$ cat config.mk
export PLATFORM = sky130hd
export DESIGN_NAME = display_bcd_converter
export DESIGN_NICKNAME = d
export VERILOG_FILES = /design/src/rtl/display_bcd_converter.sv
export SDC_FILE = /design/constraint.sdc
export NUM_CORES = 1
export LEC_CHECK = 0
export CAP_MARGIN = 20
export CORE_MARGIN = 2
export CORE_UTILIZATION = 30
export CTS_BUF_LIST = sky130_fd_sc_hd__clkbuf_16
export DETAILED_ROUTE_END_ITERATION = 6
export GPL_ROUTABILITY_DRIVEN = 1
export MAX_ROUTING_LAYER = met4
export PLACE_DENSITY = 0.52
export SKIP_CTS_REPAIR_TIMING = 1
export SYNTH_ARGS = -nofsm -noshare
export SYNTH_HDL_FRONTEND = slang
export SYNTH_SLANG_ARGS = --single-unit
$ cat constraint.sdc
create_clock -name clock -period 2 [get_ports clock]
set_input_delay 0.2 -clock clock [delete_from_list [all_inputs] [get_ports clock]]
set_output_delay 0.2 -clock clock [all_outputs]
set_load 0.02 [all_outputs]
$ cat src/rtl/display_bcd_converter.sv
// ---------------------------------------------------------------------------
// display_bcd_converter
//   Converts a 16-bit unsigned binary value into four BCD digits for a
//   7-segment style display, using a sequential double-dabble engine
//   (one bit per clock, 16 shift cycles per conversion).
//
// Handshake: a request is taken on a rising edge where start=1 and the FSM is
//   in IDLE; value is captured on that same edge only. Requests arriving in
//   SHIFT or DONE are dropped, never queued. busy is high while shifting,
//   and done pulses for one cycle when data_0..data_3 have been written.
//
// Ports
//   clock      : single clock, rising edge
//   reset_n    : asynchronous active-low reset
//   start      : conversion request
//   value[15:0]: binary input, sampled with an accepted start
//   data_0..3  : registered BCD digits (ones..thousands)
//   busy       : conversion in progress
//   done       : one-cycle pulse when new digits are written
//   overflow   : last accepted value exceeded 9999
//   dbg_state  : current FSM state encoding (0=IDLE, 1=SHIFT, 2=DONE)
// ---------------------------------------------------------------------------
module display_bcd_converter #(
  parameter logic [3:0] OVF_CODE = 4'hF
) (
  input  logic        clock,
  input  logic        reset_n,
  input  logic        start,
  input  logic [15:0] value,
  output logic [3:0]  data_0,
  output logic [3:0]  data_1,
  output logic [3:0]  data_2,
  output logic [3:0]  data_3,
  output logic        busy,
  output logic        done,
  output logic        overflow,
  output logic [1:0]  dbg_state
);

  typedef enum logic [1:0] {
    S_IDLE  = 2'd0,
    S_SHIFT = 2'd1,
    S_DONE  = 2'd2
  } state_t;

  localparam logic [15:0] MAX_VALUE = 16'd9999;

  state_t      state_q;
  logic [15:0] bin_q;
  logic [15:0] bcd_q;
  logic [4:0]  cnt_q;
  logic [15:0] data_q;   // {thousands, hundreds, tens, ones}
  logic        busy_q;
  logic        done_q;
  logic        ovf_q;

  // One double-dabble step: correct every nibble >= 5, then shift the
  // concatenated {bcd, bin} pair left by one bit.
  logic [15:0] bcd_adj;
  logic [31:0] dd_shift;
  logic [15:0] bcd_d;
  logic [15:0] bin_d;

  always_comb begin
    bcd_adj = bcd_q;
    for (int i = 0; i < 4; i++) begin
      if (bcd_q[i*4 +: 4] >= 4'd5) begin
        bcd_adj[i*4 +: 4] = bcd_q[i*4 +: 4] + 4'd3;
      end
    end
    dd_shift = {bcd_adj[14:0], bin_q, 1'b0};
    bcd_d    = dd_shift[31:16];
    bin_d    = dd_shift[15:0];
  end

  always_ff @(posedge clock or negedge reset_n) begin
    if (!reset_n) begin
      state_q <= S_IDLE;
      bin_q   <= '0;
      bcd_q   <= '0;
      cnt_q   <= '0;
      data_q  <= '0;
      busy_q  <= 1'b0;
      done_q  <= 1'b0;
      ovf_q   <= 1'b0;
    end else begin
      case (state_q)
        S_IDLE: begin
          done_q <= 1'b0;
          if (start) begin
            if (value > MAX_VALUE) begin
              // Out of display range: skip the shifter entirely.
              data_q  <= {4{OVF_CODE}};
              ovf_q   <= 1'b1;
              done_q  <= 1'b1;
              state_q <= S_DONE;
            end else begin
              bin_q   <= value;
              bcd_q   <= '0;
              cnt_q   <= '0;
              ovf_q   <= 1'b0;
              busy_q  <= 1'b1;
              state_q <= S_SHIFT;
            end
          end
        end

        S_SHIFT: begin
          bin_q <= bin_d;
          bcd_q <= bcd_d;
          cnt_q <= cnt_q + 5'd1;
          // Last of 16 steps: publish the result in the same edge so the
          // display never shows intermediate scratch contents.
          if (cnt_q == 5'd15) begin
            data_q  <= bcd_d;
            busy_q  <= 1'b0;
            done_q  <= 1'b1;
            state_q <= S_DONE;
          end
        end

        S_DONE: begin
          done_q  <= 1'b0;
          state_q <= S_IDLE;
        end

        default: begin
          busy_q  <= 1'b0;
          done_q  <= 1'b0;
          state_q <= S_IDLE;
        end
      endcase
    end
  end

  assign data_0    = data_q[3:0];
  assign data_1    = data_q[7:4];
  assign data_2    = data_q[11:8];
  assign data_3    = data_q[15:12];
  assign busy      = busy_q;
  assign done      = done_q;
  assign overflow  = ovf_q;
  assign dbg_state = state_q;

endmodule

Yosys cells after proc, flatten, opt, wreduce, memory -nomap -nowiden
Index checks and enable logic that the tools add are counted.
W data, S select, Z words.
- bits in registers: 58
- bits in latches: 0
- RAM bits: 0
- memory bits (read-only): 0
- input port bits: 19
- logic and storage cells: 62
- memories: 0
- add/sub/neg operators: 5
- multiply operators: 0
- divide/modulo/power cells: 0
- $lt $le $gt $ge: 5
- eq/ne operators: 7
- shifts and indexed selects: 0
- muxes and demuxes: 29
- bitwise operators: 1
- reductions and logical operators: 7
- operators by type and width (operator ; number):
    $mux W16 ; 7
    $pmux W16 S2 ; 3
    $ge A4 B3 Y1 const B ; 4
    $gt A16 B14 Y1 const B ; 1
    $add A4 B2 Y4 const B ; 3
    $mux W4 ; 3
    $mux W5 ; 2
    $pmux W5 S2 ; 1
    $ne A2 B2 Y1 const B ; 4
    $reduce_and A4 Y1 ; 2
    $mux W1 ; 6
    $mux W2 ; 3
    $add A5 B1 Y5 const B ; 1
    $eq A5 B4 Y1 const B ; 1
    $pmux W2 S2 ; 1
    $reduce_and A2 Y1 ; 2
    $add A3 B2 Y3 const B ; 1
    $mux W3 ; 1
    $pmux W1 S3 ; 1
    $reduce_and A3 Y1 ; 1
    $eq A2 B1 Y1 const B ; 1
    $eq A2 B2 Y1 const B ; 1
    $logic_not A2 Y1 ; 1
    $pmux W1 S2 ; 1
    other kinds (2) ; 2

Longest topological paths before layout
- word-level depth: 4
- mapped depth: 9
- gate-level depth less buffers: 8

Least setup slack after synthesis
OpenSTA, ideal clock, no wires.
- path kind: reg-to-reg
- start point: register state_q[0] (netlist: dbg_state[0])
- end point: register data_q[10]
- library setup time: 0.118 ns
- arrival time: 1.818 ns
- required time: 1.882 ns
- setup slack: 0.064 ns
- stages on the path, launching flop included: 7
- path buffers: 2
- cells stage by stage: dfrtp_1 > clkbuf_1 > inv_1 > nor2_1 > clkbuf_1 > a21oi_1 > a21o_1
- longest elaborated chain between the ends: 3
- elaborated cells on any way between the ends: 8
- classes of those cells: eq/ne (4); mux (1); reduce/logical (3)
- RTL lines (element ; line ; text):
    start, declared ; 48 ; state_t state_q;
    start signal, assigned ; 78 ; state_q <= S_IDLE;
    start signal, assigned ; 96 ; state_q <= S_DONE;
    start signal, assigned ; 103 ; state_q <= S_SHIFT;
    $eq A2 B1 Y1 / $logic_not A2 Y1 (equally long branches) ; 87 ; case (state_q)
    $ne A2 B2 Y1 (no line) / $reduce_bool A2 Y1 (equally long branches) ; - ;
    $reduce_and A4 Y1 (no line) ; - ;
    end signal, assigned ; 93 ; data_q <= {4{OVF_CODE}};
    end, declared ; 52 ; logic [15:0] data_q;
Several ways; a longest one is shown, not always the timed one.
A chain may end at the register's enable or synchronous reset.

Final worst setup path
- start point: register cnt_q[0]
- end point: register data_q[1]
- longest elaborated chain between the ends: 3
- RTL lines (element ; line ; text):
    start, declared ; 51 ; logic [4:0] cnt_q;
    start signal, assigned ; 111 ; cnt_q <= cnt_q + 5'd1;
    $eq A5 B4 Y1 ; 114 ; if (cnt_q == 5'd15) begin
    $ne A2 B2 Y1 (no line) ; - ;
    $reduce_and A4 Y1 (no line) ; - ;
No other way between the ends.

==> metrics <==
clock slew at reported path FFs=0.05 ns; syn nets=335; Final Util=41.6%; Layout area overhead=35.5%; Rel. slew slack=63.6%; worst-path maximum fanout=29; share of cells above drive strength 1=14.1%; Primary FF master, synth=dfrtp_1; Routed Antenna Nets=0; Seq cells post-synth=58; slowest cell delay on critical path=0.35 ns; crit path cell chain=ha_1, and3_1, ha_2, mux2i_1, nor2_2, o41ai_4, buf_12, buf_4, a21o_1; number of global-route vias before repair=2340; Post-Synthesis Cells=306; Cell variety after synth=39; Pwr Total=5.67 mW; Power Density=1480 mW/mm2; antenna violations before repair=0; number of max-cap violations=0; Die W=101 um; row cnt=35; Pins Over Slew Limit=0; synth warn=0; # IOs=40; Clock Sink Count=58; largest net degree at the start of global routing=59; Detailed Place HPWL=4600 um; Slowest cell on crit path=dfrtp_1; sequential area share after synthesis=51.4%; EDFF count, synth=0; Final period util=93.4%; CTS Root Cell=clkbuf_16; total global routing overflow=0; Initial DRC Count=76; mapped cell area=0.00283 mm2; wire per inst=13.4 um; CP Data Required Time=2.22 ns; Worst Path Buf+Inv=2; clock latency at the later pin of the worst-skew pair=0.32 ns; status=finished, final reports clean; register area=0.00145 mm2; ys async rst share=100%; total vias in the final route=2401; Arrival @ worst endpoint=2.08 ns; Fin Clk Skew=0.00318 ns; Routed WL=6520 um; Placeable Area=0.00920 mm2; crit path time final=1.87 ns; Clock Path Buffers=2; H-tree Lvls=3; Syn Area/Cell=9.24 um2; most common cell after layout, fill and taps aside=dfrtp_1; CP Class=reg2reg; Crit. End Element=flip-flop; pre-CTS setup slack=-0.286 ns; Num CTS Buffers=9; peak supply drop=0.424 mV; LEAKAGE=1.71 nW; CP delay by family, top=adder cells; effective utilization at floorplan=30.7%; gpl congestion=0.764; Worst Hold Class=in2async; # port buffers=39; CP Launch Type=flip-flop; Final Net Count=401; Layout fillers=950; CTS tree=done; top achievable clock speed=0.535 GHz; Hold Violations, Final=0; Antenna Cells=0; commonest non-fill, non-tap cells in the layout=dfrtp_1, nand2_1, clkdlybuf4s50_1; area of the multi-input gates=0.00127 mm2; Die Y=101 um; DR vias/cell=4.92; fin worst setup slack=0.132 ns; gr usage total=14.6%; total die area=0.0102 mm2; Slew @ Worst Pin=0.546 ns; final setup violating endpoints=0; DR pass1 iterations=4; RSZ-0062 raised after global routing=no; DRC Markers=0; first-pass GRT wire length=11200 um
## flip-flops by register name (all words and copies together), names as in the netlist
name,count
bcd_q,16
bin_q,16
busy,1
cnt_q,5
data_q,16
dbg_state,2
done,1
overflow,1
## logic make-up after synthesis
group / after synthesis / synth area share [%]
AND/OR/NAND/NOR: 108 / 17.1
buffers and inverters: 28 / 4.21
XOR/XNOR: 4 / 1.24
AO/OA/AOI/OAI: 92 / 19.4
flip-flops: 58 / 51.4
adder cells (fa/ha/maj): 10 / 4.43
multiplexers: 6 / 2.26
## synth_stat cells, types with 3 or more instances
cell      number  area [um2]
a21o_1         8        60.1
a21oi_1       20         100
a31oi_1       13        81.3
clkbuf_1      11        41.3
dfrtp_1       58        1450
ha_1          10         125
inv_1         12        45.0
mux2_2         3        33.8
mux2i_1        3        30.0
nand2_1       48         180
nand2b_1       6        37.5
nand3_1       12        60.1
nor2_1        25        93.8
nor3_1         5        25.0
nor3b_1        3        22.5
o21ai_0       34         170
o22ai_1        5        31.3
xnor2_1        4        35.0
## worst register-to-register path, cell delays in order (launching register included)
cell	delay (ns)
dfrtp_1	0.35
ha_1	0.17
and3_1	0.18
ha_2	0.19
mux2i_1	0.08
nor2_2	0.18
o41ai_4	0.12
buf_12	0.17
buf_4	0.16
a21o_1	0.16
## through the flow
stage	setup TNS [ns]	hold WS [ns]	std cells	instance area [um2]
after CTS	0	-0.132	487	3810
after global placement	-5.53	0.206	471	3560
final	0	0.397	488	3830
after global routing	0	0.445	488	3830
after floorplan	0	-0.0956	306	2830
after detailed placement	-6.73	0.214	471	3560
## area by class of cell
| type | instances | area share [%] |
|---|---|---|
| clock inverters | 7 | 0.752 |
| multi-input cells | 220 | 33.3 |
| clock buffers | 9 | 5.88 |
| inverters | 12 | 1.18 |
| flip-flops and latches | 58 | 37.9 |
| well taps | 111 | 3.63 |
| repair buffers | 71 | 17.4 |
## routing by layer
layer  GRT usage [%]  wire length (um)  up-vias
met3            3.74               236       11
met2            22.2              2950       44
li1                -                 -     1207
met5               -                 0        -
met1            18.7              3230     1139
met4            5.93               108        0
## report_power, final
group / switching [mW] / internal (mW)
Clock: 0.506 / 0.809
Combinational: 1.19 / 1.10
Sequential: 0.371 / 1.70
Total: 2.06 / 3.60
## path summary, 6_finish.rpt
kind | from | to | slack, ns | cells after the start
worst min-delay path | reset_n | bin_q[4] | 0.40 | 2
max in group asynchronous | reset_n | bcd_q[12] | 0.91 | 3
worst min register to register | data_q[9] | data_q[9] | 0.47 | 2
worst max-delay path | cnt_q[0] | data_q[1] | 0.13 | 9
worst max register to register | cnt_q[0] | data_q[1] | 0.13 | 9
min in group clock | value[3] | bin_q[3] | 0.45 | 3
Note: power is estimated with default switching activity, not from simulation.
